$ cat config.mk
export PLATFORM = sky130hd
export DESIGN_NAME = branch_predictor_ctrl_flat
export DESIGN_NICKNAME = d
export VERILOG_FILES = /design/src/rtl/branch_predictor_ctrl_pkg.sv /design/src/rtl/branch_predictor_ctrl_if.sv /design/src/rtl/branch_predictor_ctrl_upd_fifo.sv /design/src/rtl/branch_predictor_ctrl.sv /design/src/flat_wrapper.sv
export SDC_FILE = /design/constraint.sdc
export NUM_CORES = 1
export LEC_CHECK = 0
export ABC_AREA = 1
export CAP_MARGIN = 20
export CORE_MARGIN = 8
export CORE_UTILIZATION = 30
export DETAILED_ROUTE_END_ITERATION = 10
export PLACE_DENSITY_LB_ADDON = 0.12
export SLEW_MARGIN = 20
export SYNTH_ARGS = -nofsm -noshare
export SYNTH_HDL_FRONTEND = slang
export SYNTH_SLANG_ARGS = --single-unit
$ cat constraint.sdc
create_clock -name clk -period 2.26 [get_ports clk]
set_clock_uncertainty 0.05 [all_clocks]
set_input_delay 0.452 -clock clk [delete_from_list [all_inputs] [get_ports clk]]
set_output_delay 0.452 -clock clk [all_outputs]
set_load 0.02 [all_outputs]
$ cat src/rtl/branch_predictor_ctrl_pkg.sv
// Shared types for the branch predictor sequencer: FSM states, 2-bit counter
// encodings and the saturating counter update.
package branch_predictor_ctrl_pkg;

  typedef enum logic [1:0] {
    IDLE   = 2'd0,
    LK_RD  = 2'd1,
    UPD_RD = 2'd2,
    UPD_WR = 2'd3
  } bp_state_t;

  localparam logic [1:0] SNT = 2'b00;
  localparam logic [1:0] WNT = 2'b01;
  localparam logic [1:0] WT  = 2'b10;
  localparam logic [1:0] ST  = 2'b11;

  function automatic logic [1:0] sat_update(input logic [1:0] cnt, input logic taken);
    if (taken) return (cnt == ST) ? ST : cnt + 2'd1;
    else       return (cnt == SNT) ? SNT : cnt - 2'd1;
  endfunction

endpackage

$ cat src/rtl/branch_predictor_ctrl_if.sv
// Fetch-lookup and execute-resolution channels of the branch predictor sequencer.
interface branch_predictor_ctrl_if #(
  parameter int IDX_W  = 2,
  parameter int ADDR_W = 16
);
  // Both request channels transfer on a cycle where valid && ready; the master
  // holds valid and payload stable until then. lk_resp_valid is a 1-cycle pulse.
  logic              lk_valid;
  logic [IDX_W-1:0]  lk_pc;
  logic              lk_ready;
  logic              lk_resp_valid;
  logic              lk_taken;
  logic [ADDR_W-1:0] lk_target;
  logic              upd_valid;
  logic [IDX_W-1:0]  upd_pc;
  logic              upd_taken;
  logic [ADDR_W-1:0] upd_target;
  logic              upd_ready;

  modport master (
    output lk_valid, lk_pc, upd_valid, upd_pc, upd_taken, upd_target,
    input  lk_ready, lk_resp_valid, lk_taken, lk_target, upd_ready
  );

  modport slave (
    input  lk_valid, lk_pc, upd_valid, upd_pc, upd_taken, upd_target,
    output lk_ready, lk_resp_valid, lk_taken, lk_target, upd_ready
  );
endinterface

$ cat src/rtl/branch_predictor_ctrl_upd_fifo.sv
// Pending branch-resolution FIFO; entries are packed {pc, taken, target}.
module bp_upd_fifo #(
  parameter int W     = 19,
  parameter int DEPTH = 2
) (
  input  logic         clk,
  input  logic         reset,
  input  logic         push,
  input  logic [W-1:0] din,
  input  logic         pop,
  output logic [W-1:0] dout,
  output logic         full,
  output logic         empty
);
  localparam int PW = $clog2(DEPTH);
  localparam logic [PW:0] FULL_CNT = DEPTH[PW:0];

  logic [W-1:0]  mem [DEPTH];
  logic [PW-1:0] wr_ptr;
  logic [PW-1:0] rd_ptr;
  logic [PW:0]   count;
  logic          wr_en;
  logic          rd_en;

  assign wr_en = push && !full;
  assign rd_en = pop && !empty;
  assign full  = (count == FULL_CNT);
  assign empty = (count == '0);
  assign dout  = mem[rd_ptr];

  always_ff @(posedge clk) begin
    if (wr_en) mem[wr_ptr] <= din;
  end

  // DEPTH is a power of two, so pointers wrap naturally.
  always_ff @(posedge clk) begin
    if (reset) begin
      wr_ptr <= '0;
      rd_ptr <= '0;
      count  <= '0;
    end else begin
      if (wr_en) wr_ptr <= wr_ptr + 1'b1;
      if (rd_en) rd_ptr <= rd_ptr + 1'b1;
      case ({wr_en, rd_en})
        2'b10:   count <= count + 1'b1;
        2'b01:   count <= count - 1'b1;
        default: count <= count;
      endcase
    end
  end
endmodule

$ cat src/rtl/branch_predictor_ctrl.sv
// Sequencer sharing the BTA/prediction table index between fetch lookups and
// queued execute-stage resolutions (read-modify-write of the 2-bit counter).
module branch_predictor_ctrl
  import branch_predictor_ctrl_pkg::*;
#(
  parameter int IDX_W      = 2,
  parameter int ADDR_W     = 16,
  parameter int FIFO_DEPTH = 2
) (
  input  logic                     clk,
  input  logic                     reset,
  branch_predictor_ctrl_if.slave   bus,
  output logic [IDX_W-1:0]         tbl_idx,
  output logic                     tbl_bta_wr,
  output logic [ADDR_W-1:0]        tbl_new_bta,
  output logic                     tbl_pred_wr,
  output logic [1:0]               tbl_new_pred,
  input  logic [ADDR_W-1:0]        tbl_bta_rd,
  input  logic [1:0]               tbl_pred_rd,
  output bp_state_t                dbg_state
);
  localparam int ENT_W = IDX_W + 1 + ADDR_W;

  bp_state_t         state;
  logic              push;
  logic              pop;
  logic              full;
  logic              empty;
  logic [ENT_W-1:0]  head;
  logic [IDX_W-1:0]  head_pc;
  logic              head_taken;
  logic [ADDR_W-1:0] head_target;

  assign {head_pc, head_taken, head_target} = head;
  assign push          = bus.upd_valid && !full;
  assign pop           = (state == UPD_WR);
  assign bus.upd_ready = !full;
  assign bus.lk_ready  = (state == IDLE) && !full;
  assign dbg_state     = state;

  bp_upd_fifo #(.W(ENT_W), .DEPTH(FIFO_DEPTH)) u_fifo (
    .clk   (clk),
    .reset (reset),
    .push  (push),
    .din   ({bus.upd_pc, bus.upd_taken, bus.upd_target}),
    .pop   (pop),
    .dout  (head),
    .full  (full),
    .empty (empty)
  );

  always_ff @(posedge clk) begin
    if (reset) begin
      state             <= IDLE;
      tbl_idx           <= '0;
      tbl_bta_wr        <= 1'b0;
      tbl_new_bta       <= '0;
      tbl_pred_wr       <= 1'b0;
      tbl_new_pred      <= '0;
      bus.lk_resp_valid <= 1'b0;
      bus.lk_taken      <= 1'b0;
      bus.lk_target     <= '0;
    end else begin
      bus.lk_resp_valid <= 1'b0;
      tbl_pred_wr       <= 1'b0;
      tbl_bta_wr        <= 1'b0;
      case (state)
        // A full FIFO would stall execute, so it outranks fetch.
        IDLE: begin
          if (full) begin
            state   <= UPD_RD;
            tbl_idx <= head_pc;
          end else if (bus.lk_valid) begin
            state   <= LK_RD;
            tbl_idx <= bus.lk_pc;
          end else if (!empty) begin
            state   <= UPD_RD;
            tbl_idx <= head_pc;
          end
        end
        LK_RD: begin
          bus.lk_resp_valid <= 1'b1;
          bus.lk_taken      <= tbl_pred_rd[1];
          bus.lk_target     <= tbl_bta_rd;
          state             <= IDLE;
        end
        UPD_RD: begin
          tbl_pred_wr  <= 1'b1;
          tbl_new_pred <= sat_update(tbl_pred_rd, head_taken);
          tbl_bta_wr   <= head_taken;
          tbl_new_bta  <= head_target;
          state        <= UPD_WR;
        end
        UPD_WR: state <= IDLE;
        default: state <= IDLE;
      endcase
    end
  end
endmodule

$ cat src/flat_wrapper.sv
// flat-port wrapper written by rule: the top's interface ports become plain ports
module branch_predictor_ctrl_flat import branch_predictor_ctrl_pkg::*;
#(
  parameter int IDX_W      = 2,
  parameter int ADDR_W     = 16,
  parameter int FIFO_DEPTH = 2
)
  (clk, reset, tbl_idx, tbl_bta_wr, tbl_new_bta, tbl_pred_wr, tbl_new_pred, tbl_bta_rd, tbl_pred_rd, dbg_state, bus_lk_valid, bus_lk_pc, bus_upd_valid, bus_upd_pc, bus_upd_taken, bus_upd_target, bus_lk_ready, bus_lk_resp_valid, bus_lk_taken, bus_lk_target, bus_upd_ready);
  branch_predictor_ctrl_if #(.IDX_W(IDX_W), .ADDR_W(ADDR_W)) bus_i ();
  input  logic clk;
  input  logic reset;
  output logic [IDX_W-1:0] tbl_idx;
  output logic tbl_bta_wr;
  output logic [ADDR_W-1:0] tbl_new_bta;
  output logic tbl_pred_wr;
  output logic [1:0] tbl_new_pred;
  input  logic [ADDR_W-1:0] tbl_bta_rd;
  input  logic [1:0] tbl_pred_rd;
  output bp_state_t dbg_state;
  input wire logic [$bits(bus_i.lk_valid)-1:0] bus_lk_valid;
  input wire logic [$bits(bus_i.lk_pc)-1:0] bus_lk_pc;
  input wire logic [$bits(bus_i.upd_valid)-1:0] bus_upd_valid;
  input wire logic [$bits(bus_i.upd_pc)-1:0] bus_upd_pc;
  input wire logic [$bits(bus_i.upd_taken)-1:0] bus_upd_taken;
  input wire logic [$bits(bus_i.upd_target)-1:0] bus_upd_target;
  output wire logic [$bits(bus_i.lk_ready)-1:0] bus_lk_ready;
  output wire logic [$bits(bus_i.lk_resp_valid)-1:0] bus_lk_resp_valid;
  output wire logic [$bits(bus_i.lk_taken)-1:0] bus_lk_taken;
  output wire logic [$bits(bus_i.lk_target)-1:0] bus_lk_target;
  output wire logic [$bits(bus_i.upd_ready)-1:0] bus_upd_ready;
  assign bus_i.lk_valid = bus_lk_valid;
  assign bus_i.lk_pc = bus_lk_pc;
  assign bus_i.upd_valid = bus_upd_valid;
  assign bus_i.upd_pc = bus_upd_pc;
  assign bus_i.upd_taken = bus_upd_taken;
  assign bus_i.upd_target = bus_upd_target;
  assign bus_lk_ready = bus_i.lk_ready;
  assign bus_lk_resp_valid = bus_i.lk_resp_valid;
  assign bus_lk_taken = bus_i.lk_taken;
  assign bus_lk_target = bus_i.lk_target;
  assign bus_upd_ready = bus_i.upd_ready;
  branch_predictor_ctrl #(.IDX_W(IDX_W), .ADDR_W(ADDR_W), .FIFO_DEPTH(FIFO_DEPTH)) u_core (.clk(clk), .reset(reset), .bus(bus_i), .tbl_idx(tbl_idx), .tbl_bta_wr(tbl_bta_wr), .tbl_new_bta(tbl_new_bta), .tbl_pred_wr(tbl_pred_wr), .tbl_new_pred(tbl_new_pred), .tbl_bta_rd(tbl_bta_rd), .tbl_pred_rd(tbl_pred_rd), .dbg_state(dbg_state));
endmodule
==> results of run 1 <==
==> routing by layer <==
layer  vias up  GRT usage  wire length, um
met3         7     0.0508              567
met2        77      0.175             3340
met4         0     0.0336               79
met1      1013      0.141             3770
met5         -          0                0
li1       1185          -                -
==> layout by cell type, fill, tap and decap left out, types with 2 or more instances in the layout <==
master           count
edfxtp_1            38
inv_2                5
nand4_1              5
a21oi_2             13
a21oi_1             28
o21ai_1             17
clkbuf_8             9
nor2_4               2
inv_1                7
dfxtp_1             47
clkinv_1             2
nand2_1             46
o21ai_0             21
nor2_2               3
nor2_1              39
inv_6                3
clkdlybuf4s50_1     86
buf_4                8
==> Yosys cell counts, types with 2 or more instances <==
master / number / area [um2]
buf_6: 4 / 45.0
clkbuf_1: 5 / 18.8
o21ai_0: 21 / 105
nand4_1: 5 / 31.3
edfxtp_1: 38 / 1140
inv_2: 5 / 18.8
nor2_1: 41 / 154
o21ai_1: 17 / 85.1
a21oi_1: 28 / 140
buf_2: 2 / 10.0
a21oi_2: 13 / 114
dfxtp_1: 47 / 941
inv_1: 7 / 26.3
nand2_1: 46 / 173
nor2_4: 2 / 22.5
==> logic make-up (layout without fill, tap and decap cells) <==
kind of cell | after synthesis | in the layout | synth area share
adders and majority gates | 1 | 1 | 0.00404
DFF | 85 | 85 | 0.673
AOI/OAI and AO/OA | 82 | 82 | 0.150
and+or+nand+nor | 98 | 98 | 0.130
buffers and inverters | 25 | 124 | 0.0421
==> area by class of cell <==
cell class | instances | area share
sequential | 85 | 0.483
timing repair buffer | 95 | 0.218
multi-input combinational | 181 | 0.206
tap | 136 | 0.0395
clock buffer | 9 | 0.0288
clock inverter | 7 | 0.0128
inverter | 13 | 0.0113
==> power by group through the flow <==
stage	Combinational, W	Sequential [W]	Clock, W
after floorplan	0.000268	0.00196	0
after global placement	0.000729	0.00185	0
after detailed placement	0.000731	0.00186	0
after CTS	0.000734	0.00182	0.00103
after global routing	0.000786	0.00184	0.00109
final	0.000719	0.00182	0.000989
==> state kept, by name, summed over array words and instances (netlist names), named ones only <==
signal	count
u_core.bus.lk_resp_valid	1
u_core.bus.lk_taken	1
u_core.bus.lk_target	16
u_core.dbg_state	2
u_core.tbl_bta_wr	1
u_core.tbl_idx	2
u_core.tbl_new_bta	16
u_core.tbl_new_pred	2
u_core.tbl_pred_wr	1
u_core.u_fifo.count	2
u_core.u_fifo.mem	38
u_core.u_fifo.rd_ptr	1
u_core.u_fifo.wr_ptr	1
==> how the worst min path moves through the flow <==
stage | from | to | slack, ns
after global placement | u_core.u_fifo.rd_ptr | u_core.u_fifo.rd_ptr | 0.39
after global routing | u_core.u_fifo.rd_ptr | u_core.u_fifo.rd_ptr | 0.47
final | u_core.u_fifo.rd_ptr | u_core.u_fifo.rd_ptr | 0.41
after CTS | u_core.u_fifo.rd_ptr | u_core.u_fifo.rd_ptr | 0.41
after floorplan | u_core.u_fifo.rd_ptr | flop | 0.38
after detailed placement | u_core.u_fifo.rd_ptr | u_core.u_fifo.rd_ptr | 0.39
==> metrics by stage <==
step                area (um2)  std cells  setup slack (ns)  power (W)   util
global placement          4130        510             0.367    0.00258  0.405
finish                    4310        526             0.102    0.00353  0.423
detailed placement        4130        510             0.329    0.00259  0.405
floorplan                 3090        291             0.144    0.00223      -
CTS                       4310        526            0.0645    0.00359  0.423
global route              4310        526           0.00472    0.00372  0.423
==> metrics.txt, run 1 <==
status=complete, no violations; unrepaired setup endpoints after global routing=no; max_slew headroom=0.707; maximum clock insertion buffer count=2; switching pwr=~0.0010 W; Max VDD drop=0.377 mV; DRT antenna net count=0; Rows=37; setup TNS=0 ns; Top delay family on crit path=buffers and inverters; FF-to-FF setup slack=0.60 ns; setup bufs post-CTS=0; Hold Buf Count CTS=0; share of layout cells above drive strength 1=0.123; Worst Setup EP=bus_lk_ready; Starting Density=0.304; CP Class=reg -> out; dpl hpwl=~5200 um; R2R Path Start=u_core.u_fifo.count[0]; total CTS buffers=9; Post-Synthesis Cells=between 200 and 300; Ports=between 80 and 90; fin crit share=0.955; critical-path cell list=inv_2 > nand2_1 > a21oi_1 > clkdlybuf4s50_1; pins over their slew limit=0; Hold Path Class=reg -> reg; Sw Ratio=0.294; combinational fraction of design power=0.204; die area=13,800 um2; hold depth=1; Tot GR Track Use=0.114; DR pass1 iterations=4; Avg Cell Area, Syn=roughly 11 um2; Max stage delay on crit path=between 0.6 and 0.7 ns; WHS=0.409 ns; reg2reg end=u_core.u_fifo.count[1]; syn_nets=335; internal cell power=roughly 0.0025 W; sequential fraction of design power=0.516; grt total ovfl=0; Die X=118 um; clock sink count=85; CP Launch Point=u_core.dbg_state[1]; DR DRC count=0; Setup-failing EPs final=0; ys flop type=dfxtp_1; Leak Pwr=approximately 1.7 nW; Yosys reg bits=85; initial antenna violation count=0; yosys synthesis warning count=0; clock latency at the later pin of the worst-skew pair=about 0.36 ns; CTS HTree Levels=3; Yosys cell types=25; vias in the first global route=roughly 2,400; # fillers=just over 1,000; CP bufs+invs=2; critical-path maximum fanout=5; Seq/Total Area, Yosys=0.673; Register Area=2080 um2; first-pass GRT wire length=~13,000 um; CTS tree=built; Req. time, crit path=1.76 ns; total wire length=just under 8000 um; Clock power frac=0.280; iteration-0 DRC count of the detailed router=111; vias=around 2,300; area of the multi-input gates=roughly 900 um2; root buf cell=clkbuf_8; Max Cap Viol=0; Layout area overhead=39.2%; number of port buffers=86; critical path launch point type=flop; fmax=~460 MHz; async set-reset flop share out of synthesis=0; GPL Wtd Cong=around 0.75; Die Y=118 um; Power Density=between 800 and 900 nW/um2; nets=roughly 430; Worst setup EP type=output pin; number of flops mapped to enable cells by yosys=38; instance count on the critical path=4; ANT cells=0; Wirelength per Cell=about 15 um; fin crit period=approximately 2.2 ns; Critical Path AT=around 1.7 ns; vias per cell=around 4.3; pin count of the biggest net entering global routing=35; core outline area=about 10,000 um2; post-cts sizing count=0; final hold violations=0; slowest CP cell=clkdlybuf4s50_1; Syn Std Cell Area=around 3100 um2; reg2reg path depth=8; Clk pin slew, worst setup/hold paths=approximately 0.080 ns; Worst Tran Pin Value=0.438 ns
Note: power is estimated with default switching activity, not from simulation.
==> run 2, diff against run 1 <==
--- a/config.mk
+++ b/config.mk
@@ -12,4 +12,5 @@
 export DETAILED_ROUTE_END_ITERATION = 10
 export PLACE_DENSITY_LB_ADDON = 0.12
+export REMOVE_ABC_BUFFERS = 1
 export SLEW_MARGIN = 20
 export SYNTH_ARGS = -nofsm -noshare
--- a/constraint.sdc
+++ b/constraint.sdc
@@ -3,3 +3,3 @@
 set_input_delay 0.452 -clock clk [delete_from_list [all_inputs] [get_ports clk]]
 set_output_delay 0.452 -clock clk [all_outputs]
-set_load 0.02 [all_outputs]
+set_load 0.005 [all_outputs]
==> run 2 against run 1 <==
Fmax up 2.8%. Die area unchanged. Wire length increased by 0.13%. Global-route usage about the same. Sequential power about the same.
==> metrics.txt, run 2 (synthesis gave the netlist of run 1 again) <==
grt total ovfl=0 (unchanged); sequential fraction of design power=0.516 (about the same); # fillers=1,003 (-0.99%); fin crit period=2.10 ns (-0.0585 ns); Tot GR Track Use=0.114 (-0.000451); Setup-failing EPs final=0 (unchanged); die area=13,800 um2 (unchanged); Rows=37 (unchanged); fin crit share=0.929 (-0.0259); first-pass GRT wire length=12,600 um (+0.93%); total CTS buffers=9 (unchanged); Setup WS pre-CTS=0.331 ns (+0.00211 ns); total wire length=7770 um (+0.13%); vias in the first global route=2,459 (+3.5%); clock latency at the later pin of the worst-skew pair=0.35 ns (about the same); status=complete, no violations; largest reg by FF count=u_core.u_fifo.mem; GPL Wtd Cong=0.717 (-4.2%); setup bufs post-CTS=0 (unchanged); CTS tree=built; Hold Path Class=reg -> reg; Worst setup EP type=output pin; root buf cell=clkbuf_8; Req. time, crit path=1.76 ns (about the same); vias per cell=4.48 (+3.2%); DR DRC count=0 (unchanged); Largest regs=u_core.u_fifo.mem x38, u_core.bus.lk_target x16, u_core.tbl_new_bta x16; commonest non-fill, non-tap cells in the layout=clkdlybuf4s50_1, dfxtp_1, nand2_1, nor2_1, edfxtp_1; Starting Density=0.304 (unchanged); nets=426 (-0.70%); Power Density=823 nW/um2 (+0.37%); ANT cells=0 (unchanged); pin count of the biggest net entering global routing=30 (-14%); final hold violations=0 (unchanged); switching pwr=0.000943 W (-9.2%); fmax=476 MHz (+2.8%); non-filler cells, final=523 (-0.57%); max FFs per register=38 (unchanged); Leak Pwr=1.64 nW (-0.88%); critical-path maximum fanout=5 (unchanged); Max VDD drop=0.385 mV (+2.3%); vias=2,342 (+2.6%); Clock power frac=0.314 (+0.034); area of the multi-input gates=890 um2 (+0.42%); dpl hpwl=5160 um (-1.3%); Die Y=118 um (unchanged); clock sink count=85 (unchanged); Die X=118 um (unchanged); Max Cap Viol=0 (unchanged); Wirelength per Cell=14.8 um (+0.70%); PnR Total Power=0.00354 W (+0.22%); combinational fraction of design power=0.170 (-0.034); placed cells=507 (-0.59%); final worst setup slack=0.161 ns (+0.0585 ns); final core occ=0.422 (-0.000614); CP Class=reg -> out; unrepaired setup endpoints after global routing=no; DR pass1 iterations=4 (unchanged); setup TNS=0 ns (unchanged); Sw Ratio=0.266 (-0.0276); Worst Tran Pin Value=0.672 ns (+0.233 ns); Register Area=2080 um2 (unchanged); DRT antenna net count=0 (unchanged); Clk pin slew, worst setup/hold paths=0.10 ns (+0.02 ns); core outline area=10,200 um2 (unchanged); critical path launch point type=flop; Ports=87 (unchanged); iteration-0 DRC count of the detailed router=94 (-15%); number of port buffers=86 (unchanged); most common cell after layout, fill and taps aside=clkdlybuf4s50_1; CTS HTree Levels=3 (unchanged); internal cell power=0.00260 W (+4.1%); share of layout cells above drive strength 1=0.121 (-0.00163); max_slew headroom=0.549 (-0.158); maximum clock insertion buffer count=2 (unchanged); Critical Path AT=1.60 ns (-0.06 ns); initial antenna violation count=0 (unchanged); pins over their slew limit=0 (unchanged); Layout area overhead=39.0%
## run 2: critical path: stages (launching register included)
cell	delay [ns]
dfxtp_1	0.39
inv_2	0.12
nand2_1	0.09
a21oi_2	0.13
clkdlybuf4s50_1	0.52
## run 2: power groups by stage
stage	Clock (W)	Sequential, W	Combinational (W)
2_1_floorplan	0	0.00186	0.000233
3_3_place_gp	0	0.00186	0.000606
3_5_place_dp	0	0.00186	0.000612
4_1_cts	0.00115	0.00183	0.000615
5_1_grt	0.00120	0.00184	0.000669
6_report	0.00111	0.00183	0.000600
## run 2: layout make-up
class | instances | area share
clock inverters | 7 | 0.0186
repair buffers | 92 | 0.211
multi-input cells | 181 | 0.207
clock buffers | 9 | 0.0288
inverters | 13 | 0.0113
flip-flops and latches | 85 | 0.484
well taps | 136 | 0.0396
## run 2: what timing repair did
action / CTS / global route
hold endpoints to repair: 0 / 0
hold buffers: 0 / 0
gates resized for setup: 0 / 1
endpoints found under the setup margin: 0 / 1
## run 2: per-stage QoR
step | hold WS, ns | cell area [um2]
6_report | 0.417 | 4300
5_1_grt | 0.441 | 4300
4_1_cts | 0.411 | 4300
3_5_place_dp | 0.397 | 4090
3_3_place_gp | 0.385 | 4090
2_1_floorplan | 0.376 | 3010
## run 2: path summary, 6_finish.rpt
kind,from,endpoint,slack [ns],cells past startpoint
max,u_core.dbg_state[1],bus_lk_ready,0.16,4
min,u_core.u_fifo.rd_ptr,flop,0.42,1
max reg2reg,u_core.u_fifo.count[0],u_core.u_fifo.count[1],0.56,7
min reg2reg,u_core.u_fifo.rd_ptr,flop,0.42,1
## run 2: routing by layer
layer | track usage | wire length, um | vias to the layer above
li1 | - | - | 1183
met1 | 0.133 | 3720 | 1078
met2 | 0.187 | 3440 | 71
met3 | 0.0393 | 486 | 10
met4 | 0.0440 | 113 | 0
met5 | 0 | 0 | -
==> run 3, diff against run 2 <==
Settings changed: CORE_MARGIN 8 to unset.
==> run 3 against run 2 <==
Fmax rose by 2.4%. Power shrank 5.8%. Design area shrank 0.58%. Clock power down 18%. Count of clock-buffer cells in the layout is the same. Critical path type unchanged. Wire length is 10% lower. Hold slack lost 0.0090 ns. Largest cell class unchanged. Critical endpoint unchanged. Sequential power is essentially flat. Die area decreased by 22%. Critical path depth unchanged.
==> metrics.txt, run 3 (synthesis gave the netlist of run 1 again) <==
Max Cap Viol=0 (unchanged); R2R Path Start=u_core.u_fifo.count[0]; Leak Pwr=1.63 nW (-0.32%); vias in the first global route=2,232 (-9.2%); setup bufs post-CTS=0 (unchanged); Setup-failing EPs final=0 (unchanged); combinational fraction of design power=0.179 (+0.009); Critical Path AT=1.55 ns (-0.05 ns); placed cells=507 (unchanged); Largest regs=u_core.u_fifo.mem x38, u_core.bus.lk_target x16, u_core.tbl_new_bta x16; Layout area overhead=38.2%; Worst setup EP type=output pin; commonest non-fill, non-tap cells in the layout=clkdlybuf4s50_1, dfxtp_1, nand2_1, nor2_1, edfxtp_1; DR pass1 iterations=4 (unchanged); Rows=36 (-2.7%); iteration-0 DRC count of the detailed router=55 (-41%); largest reg by FF count=u_core.u_fifo.mem; pin count of the biggest net entering global routing=32 (+6.7%); Req. time, crit path=1.76 ns (about the same); reg2reg end=u_core.u_fifo.count[1]; setup TNS=0 ns (unchanged); Hold Path Sink=u_core.u_fifo.rd_ptr; max FFs per register=38 (unchanged); Register Area=2080 um2 (unchanged); post-cts sizing count=0 (unchanged); Clock power frac=0.274 (-0.040); Die X=104 um (-12%); fin crit period=2.05 ns (-0.0492 ns); switching pwr=0.000870 W (-7.7%); Tot GR Track Use=0.138 (+0.0246); initial antenna violation count=0 (unchanged); DR DRC count=0 (unchanged); max_slew headroom=0.719 (+0.170); die area=10,700 um2 (-22%); Max VDD drop=0.392 mV (+1.9%); vias=2,315 (-1.2%); ANT cells=0 (unchanged); Hold Buf Count CTS=0 (unchanged); dpl hpwl=4570 um (-11%); share of layout cells above drive strength 1=0.118 (-0.00350); reg2reg path depth=7 (unchanged); CP Class=reg -> out; total CTS buffers=9 (unchanged); final hold violations=0 (unchanged); clock latency at the later pin of the worst-skew pair=0.34 ns (about the same); unrepaired setup endpoints after global routing=no; status=complete, no violations; DRT antenna net count=0 (unchanged); Ports=87 (unchanged); # fillers=957 (-4.6%); CTS HTree Levels=3 (unchanged); fin crit share=0.907 (-0.0218); core outline area=9860 um2 (-3.1%); Clk pin slew, worst setup/hold paths=0.08 ns (-0.02 ns); number of port buffers=86 (unchanged); area of the multi-input gates=886 um2 (-0.42%); Sw Ratio=0.261 (-0.00532); GPL Wtd Cong=0.714 (-0.45%); grt total ovfl=0 (unchanged); sequential fraction of design power=0.547 (+0.031); Hold Path Class=reg -> reg; hold depth=1 (unchanged); clock sink count=85 (unchanged); Wirelength per Cell=13.4 um (-10%); CTS tree=built; FF-to-FF setup slack=0.61 ns (+0.05 ns); nets=429 (+0.70%); vias per cell=4.43 (-1.2%); critical-path maximum fanout=6 (+1); Starting Density=0.314 (+0.00986); root buf cell=clkbuf_8; critical path launch point type=flop; HP Start=u_core.u_fifo.rd_ptr; Worst Tran Pin Value=0.420 ns (-0.251 ns); most common cell after layout, fill and taps aside=clkdlybuf4s50_1; internal cell power=0.00246 W (-5.2%); Die Y=104 um (-12%); non-filler cells, final=523 (unchanged); total wire length=6980 um (-10%); maximum clock insertion buffer count=2 (unchanged); pins over their slew limit=0 (unchanged); fmax=488 MHz (+2.4%); Power Density=779 nW/um2 (-5.3%); first-pass GRT wire length=11,500 um (-9.3%)
run 3: critical path, stage by stage, from the launching register on:
cell             delay, ns
dfxtp_1               0.39
inv_2                 0.11
nand2_1               0.07
a21oi_1               0.13
clkdlybuf4s50_1       0.52
run 3: cell type report:
class                   count  area share
clock buffers               9      0.0290
clock inverters             7     0.00936
inverters                  13      0.0114
multi-input cells         181       0.207
flip-flops and latches     85       0.487
well taps                 133      0.0389
repair buffers             95       0.217
run 3: per-layer routing:
metal | part of all wire | track usage | vias to the layer above | wire [um]
li1 | - | - | 1186 | -
met4 | 0.014 | 0.0466 | 0 | 99
met1 | 0.49 | 0.178 | 1050 | 3400
met2 | 0.44 | 0.216 | 72 | 3080
met5 | 0 | 0 | - | 0
met3 | 0.058 | 0.0472 | 7 | 402
run 3: worst max path at each step:
stage / startpoint / to / slack (ns) / cells after the start
floorplan: u_core.u_fifo.count[0] / u_core.u_fifo.mem[1][0] / 0.27 / 4
global placement: bus_upd_valid / u_core.u_fifo.count[1] / 0.34 / 6
detailed placement: bus_upd_valid / u_core.u_fifo.count[1] / 0.32 / 6
CTS: u_core.dbg_state[0] / bus_lk_ready / 0.17 / 4
global route: u_core.dbg_state[0] / bus_lk_ready / 0.08 / 4
finish: u_core.dbg_state[0] / bus_lk_ready / 0.21 / 4
run 3: per-stage QoR:
stage                     power [W]  cell area (um2)  hold slack, ns  setup WS (ns)   util
after global routing        0.00354             4280           0.435         0.0774  0.433
after CTS                   0.00340             4280           0.412          0.170  0.433
final                       0.00333             4280           0.408          0.210  0.433
after detailed placement    0.00246             4110           0.398          0.318  0.417
after floorplan             0.00209             3010           0.376          0.275      -
after global placement      0.00246             4110           0.383          0.341  0.417
run 3: power groups by stage:
stage          Sequential (W)  Clock (W)  Combinational (W)
2_1_floorplan         0.00186          0           0.000233
3_3_place_gp          0.00186          0           0.000603
3_5_place_dp          0.00186          0           0.000605
4_1_cts               0.00182   0.000966           0.000609
5_1_grt               0.00184    0.00103           0.000665
6_report              0.00182   0.000912           0.000598
